<file path="src/rtl/arb_pkg.sv">
// Shared types and helpers for the registered request arbiter.
package arb_pkg;

    typedef enum logic {ARB_FIXED, ARB_RR} arb_mode_e;
    typedef enum logic {IDLE, GRANTED} arb_state_e;

    // Index increment with wrap at n; works for non-power-of-2 requester counts.
    function automatic int wrap_inc(input int idx, input int n);
        return (idx + 1 >= n) ? 0 : idx + 1;
    endfunction

endpackage

</file>
<file path="src/rtl/arb_pick.sv">
// Combinational winner selection: highest index (fixed) or first set index from ptr (rotating).
module arb_pick
    import arb_pkg::*;
#(
    parameter int N_REQ = 4,
    parameter int IDX_W = $clog2(N_REQ)
) (
    input  logic [N_REQ-1:0] req,
    input  logic [IDX_W-1:0] ptr,
    input  arb_mode_e        mode,
    output logic [IDX_W-1:0] idx,
    output logic             valid
);

    logic [IDX_W-1:0] pos;

    always_comb begin
        idx   = '0;
        pos   = '0;
        valid = |req;
        if (mode == ARB_FIXED) begin
            for (int i = 0; i < N_REQ; i++) begin
                if (req[i]) idx = IDX_W'(i);
            end
        end else begin
            // Walk offsets from farthest to nearest so the nearest set bit wins last.
            for (int k = N_REQ - 1; k >= 0; k--) begin
                pos = IDX_W'((int'(ptr) + k) % N_REQ);
                if (req[pos]) idx = pos;
            end
        end
    end

endmodule

</file>
<file path="src/rtl/rr_arbiter.sv">
// Registered N-way arbiter: fixed-priority or round-robin, grant locked until release,
// with an optional hold limit that forces a hand-off.
module rr_arbiter
    import arb_pkg::*;
#(
    parameter int        N_REQ    = 4,
    parameter int        IDX_W    = $clog2(N_REQ),
    parameter arb_mode_e MODE     = ARB_RR,
    parameter int        MAX_HOLD = 0,
    parameter int        HOLD_W   = 16
) (
    input  logic             clk,
    input  logic             rst_n,
    input  logic [N_REQ-1:0] req_i,
    input  logic             release_i,
    output logic [N_REQ-1:0] gnt_o,
    output logic [IDX_W-1:0] gnt_idx_o,
    output logic             gnt_valid_o,
    output logic             timeout_o
);

    if (N_REQ < 2) begin : g_chk_n_req
        $error("rr_arbiter: N_REQ must be >= 2");
    end
    if (MAX_HOLD < 0 || longint'(MAX_HOLD) >= (longint'(1) << HOLD_W)) begin : g_chk_hold
        $error("rr_arbiter: MAX_HOLD must fit in HOLD_W bits");
    end

    localparam logic [HOLD_W-1:0] HOLD_LAST = (MAX_HOLD == 0) ? '0 : HOLD_W'(MAX_HOLD - 1);

    // Handshake: req_i is a level held by a requester until it is served; the owner ends its
    // tenure with a 1-cycle release_i strobe or by dropping its request. release_i is
    // ignored while no grant is active.
    arb_state_e        state, state_nxt;
    logic [IDX_W-1:0]  ptr, ptr_nxt, ptr_inc, pick_ptr, pick_idx, idx_nxt;
    logic [HOLD_W-1:0] hold_cnt, hold_nxt;
    logic [N_REQ-1:0]  owner_mask, pick_req;
    logic              pick_valid, valid_nxt, timeout_nxt;
    logic              owner_drop, hold_hit, end_grant;

    assign ptr_inc    = IDX_W'(wrap_inc(int'(gnt_idx_o), N_REQ));
    assign owner_mask = N_REQ'(1) << gnt_idx_o;
    assign owner_drop = (req_i & owner_mask) == '0;
    assign hold_hit   = (MAX_HOLD != 0) && (hold_cnt == HOLD_LAST);
    assign end_grant  = (state == GRANTED) && (release_i || owner_drop || hold_hit);

    // On hand-off the outgoing owner is masked and the search starts just past it.
    assign pick_req = (state == GRANTED) ? (req_i & ~owner_mask) : req_i;
    assign pick_ptr = (state == GRANTED && MODE == ARB_RR) ? ptr_inc : ptr;

    arb_pick #(
        .N_REQ (N_REQ),
        .IDX_W (IDX_W)
    ) u_pick (
        .req   (pick_req),
        .ptr   (pick_ptr),
        .mode  (MODE),
        .idx   (pick_idx),
        .valid (pick_valid)
    );

    always_ff @(posedge clk) begin
        if (!rst_n) begin
            state       <= IDLE;
            ptr         <= '0;
            hold_cnt    <= '0;
            gnt_o       <= '0;
            gnt_idx_o   <= '0;
            gnt_valid_o <= 1'b0;
            timeout_o   <= 1'b0;
        end else begin
            state       <= state_nxt;
            ptr         <= ptr_nxt;
            hold_cnt    <= hold_nxt;
            gnt_o       <= valid_nxt ? (N_REQ'(1) << idx_nxt) : '0;
            gnt_idx_o   <= idx_nxt;
            gnt_valid_o <= valid_nxt;
            timeout_o   <= timeout_nxt;
        end
    end

    always_comb begin
        state_nxt = state;
        case (state)
            IDLE:    if (pick_valid) state_nxt = GRANTED;
            GRANTED: if (end_grant && !pick_valid) state_nxt = IDLE;
            default: state_nxt = IDLE;
        endcase
    end

    always_comb begin
        idx_nxt     = gnt_idx_o;
        valid_nxt   = gnt_valid_o;
        ptr_nxt     = ptr;
        timeout_nxt = 1'b0;
        hold_nxt    = (hold_cnt == '1) ? hold_cnt : hold_cnt + 1'b1;
        if (state == IDLE || end_grant) begin
            idx_nxt   = pick_valid ? pick_idx : '0;
            valid_nxt = pick_valid;
            hold_nxt  = '0;
        end
        if (end_grant) begin
            if (MODE == ARB_RR) ptr_nxt = ptr_inc;
            // An explicit or implicit release at the same edge is not a timeout.
            timeout_nxt = hold_hit && !release_i && !owner_drop;
        end
    end

endmodule
</file>
<file path="config.mk">
export PLATFORM = sky130hd
export DESIGN_NAME = rr_arbiter
export DESIGN_NICKNAME = d
export VERILOG_FILES = /design/src/rtl/arb_pkg.sv /design/src/rtl/arb_pick.sv /design/src/rtl/rr_arbiter.sv
export SDC_FILE = /design/constraint.sdc
export NUM_CORES = 1
export LEC_CHECK = 0
export BUFFER_PORTS_ARGS = -buffer_cell sky130_fd_sc_hd__buf_2
export CAP_MARGIN = 30
export CORE_ASPECT_RATIO = 0.8
export CORE_MARGIN = 4
export CORE_UTILIZATION = 45
export CTS_CLUSTER_SIZE = 8
export DETAILED_ROUTE_END_ITERATION = 8
export PLACE_DENSITY = 0.77
export SLEW_MARGIN = 5
export SYNTH_ARGS = -nofsm -noshare
export SYNTH_HDL_FRONTEND = slang
export SYNTH_HIERARCHICAL = 1
export SYNTH_SLANG_ARGS = --single-unit
</file>
<file path="constraint.sdc">
create_clock -name clk -period 3.25 [get_ports clk]
set_input_delay 0.1625 -clock clk [delete_from_list [all_inputs] [get_ports clk]]
set_output_delay 0.1625 -clock clk [all_outputs]
set_load 0.03 [all_outputs]
</file>
==> flow_metrics.env <==
export IMPL_num_rows=13
export IMPL_place_gp_congestion=0.788
export IMPL_maxCapViolCount=0
export IMPL_insertion_delay_ns=0.26
export IMPL_n_antenna_cell=0
export IMPL_via_per_inst=5.31
export IMPL_ir_drop_mv=0.400
export IMPL_cts_setup_buffers=0
export IMPL_port_buffer_count=13
export IMPL_timing_hold_ws_ns=0.254
export IMPL_cp_start_kind="register"
export IMPL_clkTransAtPathRegs_ns=0.06
export IMPL_antenna_found_initial=0
export IMPL_p_leak_nw=0.409
export IMPL_first_global_vias=597
export IMPL_cp_data_required_time_ns=3.46
export IMPL_worstMarginPinSlew_ns=0.734
export IMPL_cts_buffers=3
export IMPL_grt_usage_pct=14.9
export IMPL_die_area_mm2=0.00246
export IMPL_cp_slowest_cell="a21boi_0"
export IMPL_dp_slack_ns=0.754
export IMPL_crit_arrival_ns=2.77
export IMPL_start_util_pct=47.7
export IMPL_grt_first_pass_wirelength_um=2680
export IMPL_crit_family="compound AO/OA/AOI/OAI gates"
export IMPL_crit_chain="inv_1, ha_1, a21boi_0, nand2b_1, a21oi_1, a31oi_1, o31ai_2, nand3_1, nor2_1, mux2_4"
export IMPL_relSlewSlack_pct=50.6
export IMPL_drtIter0Drc=6
export IMPL_fin_crit_ns=2.56
export IMPL_fin_tns_setup_ns=0
export IMPL_crit_start="gnt_idx_o[1]"
export IMPL_dp_hpwl_um=1230
export IMPL_nFillCells=160
export IMPL_core_area_mm2=0.00163
export IMPL_cpPeakStageDelay_ns=0.58
export IMPL_grt_remaining_overflow=0
export IMPL_rr_startpoint="gnt_idx_o[1]"
export IMPL_p_per_area_mw_per_mm2=480
export IMPL_dieWidth_um=54.4
export IMPL_syn2layout_area_growth_pct=16.6
export IMPL_ctsHoldBuffers=0
export IMPL_design_area_um2=905
export IMPL_critPathCapture="gnt_o[1]"
export IMPL_setup_slack_ns=0.694
export IMPL_rr_worst_depth=10
export IMPL_post_cts_resize_count=0
export IMPL_fin_crit_sh_pct=78.7
export IMPL_crit_type="register to register"
export IMPL_r2r_end="gnt_o[1]"
export IMPL_clock_skew_ns=0.00138
export IMPL_syn_instance_count=89
export IMPL_die_h_um=45.1
export IMPL_grt_max_degree=17
export IMPL_utilization_pct=55.6
export IMPL_post_route_cells_drive_above_1_share_pct=25.2
export IMPL_worst_path_stages=10
export IMPL_avgSynthCellArea_um2=8.72
export IMPL_status="finished clean"
export IMPL_first_pass_iters=4
export IMPL_netlist_area_um2=776
export IMPL_hold_class="input port to register"
export IMPL_setup_viol=0
export IMPL_cp_buffers_inverters=1
export IMPL_cts_tree="built"
export IMPL_wl_um=1540
export IMPL_ys_seq_area_share_pct=25.8
export IMPL_rrSetupSlack_ns=0.69
export IMPL_boundaryPins=15
export IMPL_yosys_warnings=6
export IMPL_yosys_register_bits=10
export IMPL_rsz0062_at_grt="false"
export IMPL_cp_max_fo=8
export IMPL_hold_violations=0
export IMPL_ys_types=35
export IMPL_slew_viol_final=0
export IMPL_layout_nets=119
export IMPL_root_buffer="clkbuf_4"
export IMPL_critPathCaptureType="register"
export IMPL_cts_num_sinks=10
export IMPL_clk_path_buf_depth=2
export IMPL_wl_per_cell_um=12.0
export IMPL_placed_cell_area_um2=868
export IMPL_vias=685
export IMPL_ant_nets=0
export IMPL_drc=0
export IMPL_htree_levels=1
export IMPL_max_freq_mhz=391
## registers in the layout, summed over array words and instances (netlist names)
signal       count
gnt_idx_o        2
ptr              2
gnt_o            4
state            1
gnt_valid_o      1
## cell usage after synthesis (all sizes together)
cell	number	area, µm²
and4bb	1	12.5
nor3	1	5.00
or2	1	6.26
o21a	1	7.51
a22oi	2	42.5
nand4b	1	8.76
a21oi	7	46.3
nor3b	2	15.0
conb	2	7.51
nand4	3	18.8
o21ai	2	10.0
or3	3	18.8
nand3	6	30.0
clkbuf	2	7.51
dfxtp	10	200
nor2b	2	12.5
ha	4	50.1
or4	1	7.51
nor2	2	7.51
mux2i	6	60.1
nand2b	3	18.8
o22a	1	8.76
a21boi	4	30.0
nand2	5	18.8
a21o	4	33.8
mux2	1	15.0
o211ai	1	7.51
a31oi	1	6.26
and3	2	12.5
o31ai	1	12.5
buf	1	7.51
nand3b	2	15.0
inv	4	15.0
## cell families (layout without fill, tap and decap cells)
| family | after synthesis | count (layout) | share of synthesized area [%] |
|---|---|---|---|
| compound gates | 24 | 24 | 26.5 |
| buf+inv | 7 | 21 | 3.87 |
| flops | 10 | 10 | 25.8 |
| fa+ha+maj | 4 | 4 | 6.45 |
| mux | 7 | 7 | 9.68 |
| other cells | 2 | 6 | 0.968 |
| simple gates | 35 | 35 | 26.8 |
## through the flow
stage,total power (W),cells
floorplan,0.000288,93
global placement,0.000323,125
detailed placement,0.000327,125
CTS,0.000441,129
global route,0.000469,129
finish,0.000434,129
## area by class of cell
cell class                 count  area (µm²)  area share, %
multi-input combinational     76         561           62.0
sequential                    10         200           22.1
timing repair buffer          13        65.1           7.19
clock buffer                   4        36.3           4.01
tap                           22        27.5           3.04
inverter                       4        15.0           1.66
## per-layer routing
layer	up-vias	track usage (%)	routed length [µm]
met4	0	1.49	0
met1	317	19.8	736
met2	12	23.6	735
li1	356	-	-
met5	-	0	0
met3	0	5.94	71
## report_power, final
part           total, W  internal, W  switching, W
clock network  0.000110    0.0000680     0.0000423
registers      0.000156     0.000140     0.0000161
logic          0.000168    0.0000662      0.000102
total          0.000434     0.000274      0.000160
## placed cells by master (no fill, tap or decap), types with 4 or more instances in the layout
| cell type | n |
|---|---|
| conb_1 | 6 |
| inv_1 | 4 |
| nand2_1 | 5 |
| a21oi_1 | 6 |
| nand3_1 | 6 |
| ha_1 | 4 |
| mux2i_1 | 6 |
| buf_2 | 13 |
| a21boi_0 | 4 |
| dfxtp_1 | 10 |
## worst min path at each step
stage / startpoint / endpoint / slack, ns / cells past startpoint
global route: rst_n / state / 0.25 / 2
global placement: gnt_valid_o / gnt_o[3] / 0.51 / 2
floorplan: rst_n / gnt_valid_o / 0.32 / 2
CTS: rst_n / state / 0.24 / 2
finish: rst_n / state / 0.25 / 2
detailed placement: gnt_valid_o / gnt_o[3] / 0.52 / 2
Note: power is estimated with default switching activity, not from simulation.
